===== config.mk =====
export PLATFORM = sky130hd
export DESIGN_NAME = fixed_mult_arbiter
export DESIGN_NICKNAME = d
export VERILOG_FILES = /design/src/rtl/fixed_mult_arbiter.sv
export SDC_FILE = /design/constraint.sdc
export NUM_CORES = 2
export LEC_CHECK = 0
export BUFFER_PORTS_ARGS = -buffer_cell sky130_fd_sc_hd__buf_2
export CAP_MARGIN = 20
export CORE_ASPECT_RATIO = 1.4
export CORE_MARGIN = 8
export CORE_UTILIZATION = 58
export CTS_CLUSTER_DIAMETER = 80
export DETAILED_ROUTE_END_ITERATION = 16
export HOLD_SLACK_MARGIN = 0.02
export MAX_ROUTING_LAYER = met4
export PLACE_DENSITY = 0.77
export RECOVER_POWER = 25
export SETUP_SLACK_MARGIN = 0.5
export SLEW_MARGIN = 20
export SYNTH_ARGS = -nofsm -noshare
export SYNTH_HDL_FRONTEND = slang
export SYNTH_SLANG_ARGS = --single-unit

===== constraint.sdc =====
create_clock -name clk -period 11.4 [get_ports clk]
set_input_delay 1.14 -clock clk [delete_from_list [all_inputs] [get_ports clk]]
set_output_delay 1.14 -clock clk [all_outputs]
set_load 0.02 [all_outputs]

===== src/rtl/fixed_mult_arbiter.sv =====
// Round-robin front end sharing one fixed-point multiplier among N_REQ requesters.
// Two-stage pipeline (operands, product); results come back tagged with the requester id.
module fixed_mult_arbiter #(
  parameter int N_REQ           = 4,
  parameter int fractional_size = 12,
  parameter int operand_size    = 32,
  parameter int expansion_size  = operand_size,
  parameter int ID_W            = $clog2(N_REQ)
) (
  input  logic                                      clk,
  input  logic                                      rst_n,
  input  logic [N_REQ-1:0]                          req_valid,
  output logic [N_REQ-1:0]                          req_ready,
  input  logic [N_REQ*operand_size-1:0]             req_a,
  input  logic [N_REQ*operand_size-1:0]             req_b,
  output logic                                      rsp_valid,
  output logic [ID_W-1:0]                           rsp_id,
  output logic [operand_size+expansion_size-1:0]    rsp_data,
  output logic                                      busy
);

  localparam int OW    = operand_size;
  localparam int RES_W = operand_size + expansion_size;
  localparam int PW    = 2 * operand_size;

  logic [ID_W-1:0]         ptr_q, ptr_d;
  logic                    s1_valid_q, s1_valid_d;
  logic signed [OW-1:0]    s1_a_q, s1_a_d;
  logic signed [OW-1:0]    s1_b_q, s1_b_d;
  logic [ID_W-1:0]         s1_id_q, s1_id_d;
  logic                    s2_valid_q, s2_valid_d;
  logic [ID_W-1:0]         s2_id_q, s2_id_d;
  logic [RES_W-1:0]        s2_data_q, s2_data_d;

  logic                    gnt_found;
  logic [ID_W-1:0]         gnt_id;
  logic signed [PW-1:0]    prod;

  function automatic int wrap(input int p, input int k);
    return (p + k) % N_REQ;
  endfunction

  // Search begins one past the last winner so every requester gets a turn.
  always_comb begin
    gnt_found = 1'b0;
    gnt_id    = '0;
    req_ready = '0;
    for (int k = 1; k <= N_REQ; k++) begin
      if (!gnt_found && req_valid[wrap(int'(ptr_q), k)]) begin
        gnt_found = 1'b1;
        gnt_id    = ID_W'(wrap(int'(ptr_q), k));
      end
    end
    if (gnt_found) req_ready[gnt_id] = 1'b1;
  end

  assign prod = s1_a_q * s1_b_q;

  always_comb begin
    ptr_d      = ptr_q;
    s1_valid_d = gnt_found;
    s1_a_d     = s1_a_q;
    s1_b_d     = s1_b_q;
    s1_id_d    = s1_id_q;
    s2_valid_d = s1_valid_q;
    s2_id_d    = s2_id_q;
    s2_data_d  = s2_data_q;
    if (gnt_found) begin
      ptr_d   = gnt_id;
      s1_a_d  = req_a[int'(gnt_id)*OW +: OW];
      s1_b_d  = req_b[int'(gnt_id)*OW +: OW];
      s1_id_d = gnt_id;
    end
    // Product regs only load on a real result so rsp_* hold when idle.
    if (s1_valid_q) begin
      s2_id_d   = s1_id_q;
      s2_data_d = RES_W'(prod >>> fractional_size);
    end
  end

  always_ff @(posedge clk or negedge rst_n) begin
    if (!rst_n) begin
      ptr_q      <= ID_W'(N_REQ - 1);
      s1_valid_q <= 1'b0;
      s1_a_q     <= '0;
      s1_b_q     <= '0;
      s1_id_q    <= '0;
      s2_valid_q <= 1'b0;
      s2_id_q    <= '0;
      s2_data_q  <= '0;
    end else begin
      ptr_q      <= ptr_d;
      s1_valid_q <= s1_valid_d;
      s1_a_q     <= s1_a_d;
      s1_b_q     <= s1_b_d;
      s1_id_q    <= s1_id_d;
      s2_valid_q <= s2_valid_d;
      s2_id_q    <= s2_id_d;
      s2_data_q  <= s2_data_d;
    end
  end

  assign rsp_valid = s2_valid_q;
  assign rsp_id    = s2_id_q;
  assign rsp_data  = s2_data_q;
  assign busy      = s1_valid_q | s2_valid_q;

endmodule


-- Word-level counts from Yosys, hierarchy flattened
Cells that the tools add are included.
- bits in registers: 124
- bits in latches: 0
- bits in writable memories: 0
- bits in read-only memories: 0
- bits of input ports: 262
- memories kept: 0
- $add $sub $neg: 4
- $mul: 1
- div/mod/pow operators: 0
- order comparisons: 6
- equality and inequality tests: 0
- shift operators: 2
- muxes and demuxes: 23
- bitwise gates (word level): 5
- reductions and logical operators: 11
- operators with widths (cell ; number):
    $shiftx A128 B8 Y32 ; 2
    $mul A32 B32 Y64 ; 1
    $lt A3 B4 Y1 const B ; 4
    $mux W1 ; 13
    $bmux W1 S2 ; 4
    $mux W2 ; 4
    $reduce_or A2 Y1 ; 4
    $add A2 B1 Y2 const B ; 2
    $add A2 B2 Y2 const B ; 2
    $and A1 B1 Y1 const A ; 4
    $logic_and A1 B1 Y1 ; 4
    $mux W4 ; 1
    $logic_not A1 Y1 ; 3
    $lt A2 B3 Y1 const B ; 1
    $demux W1 S2 ; 1
    $ge A2 B1 Y1 const B ; 1
    $or A1 B1 Y1 ; 1

-- Depth between registers and ports, before layout
- depth in word-level cells: 21
- depth in mapped cells: 30
- mapped depth without buffers: 28

-- Worst setup path after synthesis
No wires, ideal clock.
- path kind: register to register
- start point: register s1_a_q[31]
- end point: register rsp_data[51] (netlist name)
- library setup time: 138 ps
- data arrival time: 7521 ps
- required time: 11262 ps
- path slack: 3741 ps
- cell stages (with the launch flop): 26
- buffers on the path: 1
- period minus slack after synthesis: 7659 ps
- cells stage by stage: dfrtp_1 -> clkbuf_1 -> and2_1 -> fa_1 -> inv_1 -> fa_1 -> inv_1 -> fa_1 -> fa_1 -> inv_1 -> fa_1 -> inv_1 -> fa_1 -> inv_1 -> fa_1 -> inv_1 -> fa_1 -> ha_1 -> a21o_1 -> o21bai_1 -> o21ba_2 -> o21ai_0 -> a221oi_1 -> nor3_1 -> a221oi_1 -> o211ai_1
- longest elaborated chain between the ends: 1
- ends and longest elaborated chain (item ; RTL line ; RTL):
    start, declared ; 28 ; logic signed [OW-1:0] s1_a_q, s1_a_d;
    start signal, assigned ; 85 ; s1_a_q <= '0;
    start signal, assigned ; 94 ; s1_a_q <= s1_a_d;
    $mul A32 B32 Y64 ; 57 ; assign prod = s1_a_q * s1_b_q;
No other way between the ends.
A chain may end at the register's enable or synchronous reset.

-- Worst setup path after layout
- start point: register s1_b_q[5]
- end point: register rsp_data[51] (netlist name)
- longest elaborated chain between the ends: 1
- ends and longest elaborated chain (item ; RTL line ; RTL):
    start, declared ; 29 ; logic signed [OW-1:0] s1_b_q, s1_b_d;
    start signal, assigned ; 86 ; s1_b_q <= '0;
    start signal, assigned ; 95 ; s1_b_q <= s1_b_d;
    $mul A32 B32 Y64 ; 57 ;
No other way between the ends.

==> results.py <==
metrics = {
    "die": {
        "ios": 334,
        "rows": 117,
        "fp.dieW_um": 244,
        "initial_core_util_pct": 58.5,
        "die_y_um": 336,
        "core-area_sq_um": 72500,
        "die_area_sq_um": 82100,
    },
    "clocking": {
        "clockBufferDepth": 2,
        "cts_root_buf": "clkbuf_16",
        "cts_setup_buffers": 0,
        "tritoncts": "built",
        "clock_latency_ns": 0.51,
        "cts.sinks": 124,
        "path_clk_slew_ns": 0.07,
        "cts_repair_resize_count": 0,
        "cts_buffers": 17,
        "cts_hold_buffers": 0,
        "h-tree-depth": 4,
    },
    "outcome": {
        "violations": "max-capacitance violations, max-slew violations",
        "status": "finished with violations",
    },
    "setup_path": {
        "cp.arrival_ns": 9.30,
        "cp-start-kind": "flop",
        "reg2reg_slack_ns": 2.47,
        "crit_start": "s1_b_q[5]$_DFFE_PN0P_",
        "cp.required_ns": 11.77,
        "cpMaxStageDelayCell": "dfrtp_1",
        "endpoint_kind": "flop",
        "reg2reg_from": "s1_b_q[5]$_DFFE_PN0P_",
        "setup.worst_path.class": "reg -> reg",
        "slowest_delay_ns": 0.93,
        "r2r_end": "rsp_data[51]$_DFFE_PN0P_",
        "crit_top_cell": "fa_1",
        "cp_max_fo": 14,
        "reg2reg_depth": 25,
    },
    "logic_synthesis": {
        "synth_cell_type_count": 72,
        "post-synth-top-count-cell": "fa_1",
        "seq_area_frac_synth_pct": 7.33,
        "yosys_warnings": 0,
        "yosys_most_used_dff": "dfrtp_1",
        "synth-edff-count": 0,
        "synthesis.nets": 6146,
        "ys_ff_latch": 124,
        "synth_cells": 4623,
        "synth_top_area_share_pct": 51.1,
        "synth.avg_cell_area_sq_um": 9.16,
        "synth_top_cell_by_area": "fa_1",
        "synthTopCellsByArea": "fa_1 (51%), inv_1 (8.9%), and2_1 (7.2%), dfrtp_1 (7.2%), nand2_1 (6.4%)",
        "syn_area_sq_um": 42400,
        "synthArstFlopShare_pct": 100,
        "yosys-top-cells-count": "fa_1 (1081), inv_1 (1002), nand2_1 (726), and2_1 (489), clkbuf_1 (267)",
    },
    "min_path": {
        "hold_class": "reg -> reg",
        "worst_hold_path.endpoint": "s1_id_q[1]$_DFFE_PN0P_",
        "min-delay-start": "s1_id_q[1]$_DFFE_PN0P_",
        "hold_depth": 2,
    },
    "drt": {
        "remaining_drc_errors": 0,
        "viasPerCell": 5.84,
        "postRouteWirelength_um": 140000,
        "dr.pass1.iters": 6,
        "via_count": 33500,
        "first_iter_violations": 2557,
        "ant_nets": 0,
        "wl_per_cell_um": 24.4,
    },
    "global_route": {
        "grt_usage_pct": 37.0,
        "grt_pass1_wl_um": 218000,
        "grt_overflow_total": 0,
        "antenna_found_initial": 13,
        "grt_max_degree": 72,
        "grt_pass1_vias": 38100,
    },
    "placement": {
        "dp_hpwl_um": 108000,
        "routabilityCongestion": 0.962,
        "port-buffer-count": 333,
    },
    "sta": {
        "skew_ns": 0.0136,
        "tns_ns": 0,
        "period_share_pct": 78.3,
        "hold_violations": 0,
        "worst_pin_slew_ns": 4.96,
        "setup_viol": 0,
        "slew_viol_final": 258,
        "slew_headroom_pct": -231,
        "max_freq_mhz": 112,
        "finalCriticalPeriod_ns": 8.93,
        "rsz0062_at_grt": "false",
    },
    "layout": {
        "area_growth_pct": 6.94,
        "drive_above_1_share_pct": 10.6,
        "fin_nets": 6288,
    },
    "flow_run": {
        "drv_cap": 5,
    },
}
## sequential cells by signal (all words and copies together), names as in the netlist
signal,cells
ptr_q,2
rsp_data,52
rsp_id,2
rsp_valid,1
s1_a_q,32
s1_b_q,32
s1_id_q,2
s1_valid_q,1
## cell families (layout without fill, tap and decap cells)
logic type | after synthesis | in the layout | share of synthesized area (%)
other cells | 0 | 14 | 0
buf+inv | 1285 | 1440 | 11.5
flops | 124 | 124 | 7.33
simple gates | 1469 | 1469 | 16.4
compound gates | 350 | 350 | 5.29
mux | 74 | 74 | 1.87
xor+xnor | 60 | 60 | 1.24
fa+ha+maj | 1261 | 1261 | 56.4
## critical path, delay by kind of cell (launching register included)
family                     cells  cell delay [ns]
AOI/OAI and AO/OA              7             1.52
adders and majority gates      9             4.91
buffers and inverters          7             1.05
DFF                            1             0.93
and+or+nand+nor                2             0.35
## worst max-delay path by stage
stage | end | slack [ns] | cells after the start
after global placement | rsp_data[51]$_DFFE_PN0P_ | 2.69 | 25
after CTS | rsp_data[51]$_DFFE_PN0P_ | 2.62 | 25
after global routing | rsp_data[51]$_DFFE_PN0P_ | 2.01 | 24
after floorplan | rsp_data[51]$_DFFE_PN0P_ | 3.74 | 25
final | rsp_data[51]$_DFFE_PN0P_ | 2.47 | 25
after detailed placement | rsp_data[51]$_DFFE_PN0P_ | 2.66 | 25
## metal layers
metal  GRT usage, %  up-vias  wire length [um]
li1               -    13800                 -
met1           37.2    17300             44300
met2           61.9     1681             72000
met3           6.65      733              9300
met4           32.1        0             14500
met5              -        -                 0
## through the flow
step                      hold slack, ns  utilization [%]  area (sq um)  std cells  worst slack, ns
after floorplan                    0.372                -         42400       4623             3.74
after global placement             0.463             61.7         44700       5698             2.69
after detailed placement           0.466             61.7         44700       5698             2.66
after CTS                          0.483             62.5         45300       5730             2.62
after global routing               0.521             62.5         45300       5740             2.01
final                              0.480             62.5         45300       5744             2.47
## placed cells by master, fill, tap and decap left out, types with 16 or more instances in the layout
| master | n |
|---|---|
| inv_1 | 1002 |
| nand3_1 | 24 |
| o21ai_0 | 35 |
| clkbuf_16 | 17 |
| buf_2 | 331 |
| mux2_2 | 41 |
| a31oi_1 | 34 |
| ha_1 | 180 |
| xnor2_1 | 43 |
| mux2i_1 | 33 |
| o22ai_1 | 66 |
| dfrtp_1 | 115 |
| o21bai_1 | 17 |
| a21oi_1 | 113 |
| xor2_1 | 17 |
| nand2_1 | 725 |
| buf_4 | 68 |
| nand4_1 | 17 |
| nor2_1 | 158 |
| a21o_1 | 16 |
| fa_1 | 1081 |
| and2_1 | 489 |
## final cells by class
cell class,instances,area [sq um]
Multi-Input combinational cell,3214,34400
Fill cell,6171,27200
Inverter,1003,3760
Sequential cell,124,3110
Timing Repair Buffer,405,2190
Tap cell,952,1190
Clock buffer,18,439
Clock inverter,14,146
Antenna cell,14,35.0
Power is left out: the tool's default activity adds up to more than one toggle a clock period on the data nets, which glitch-free logic cannot reach.
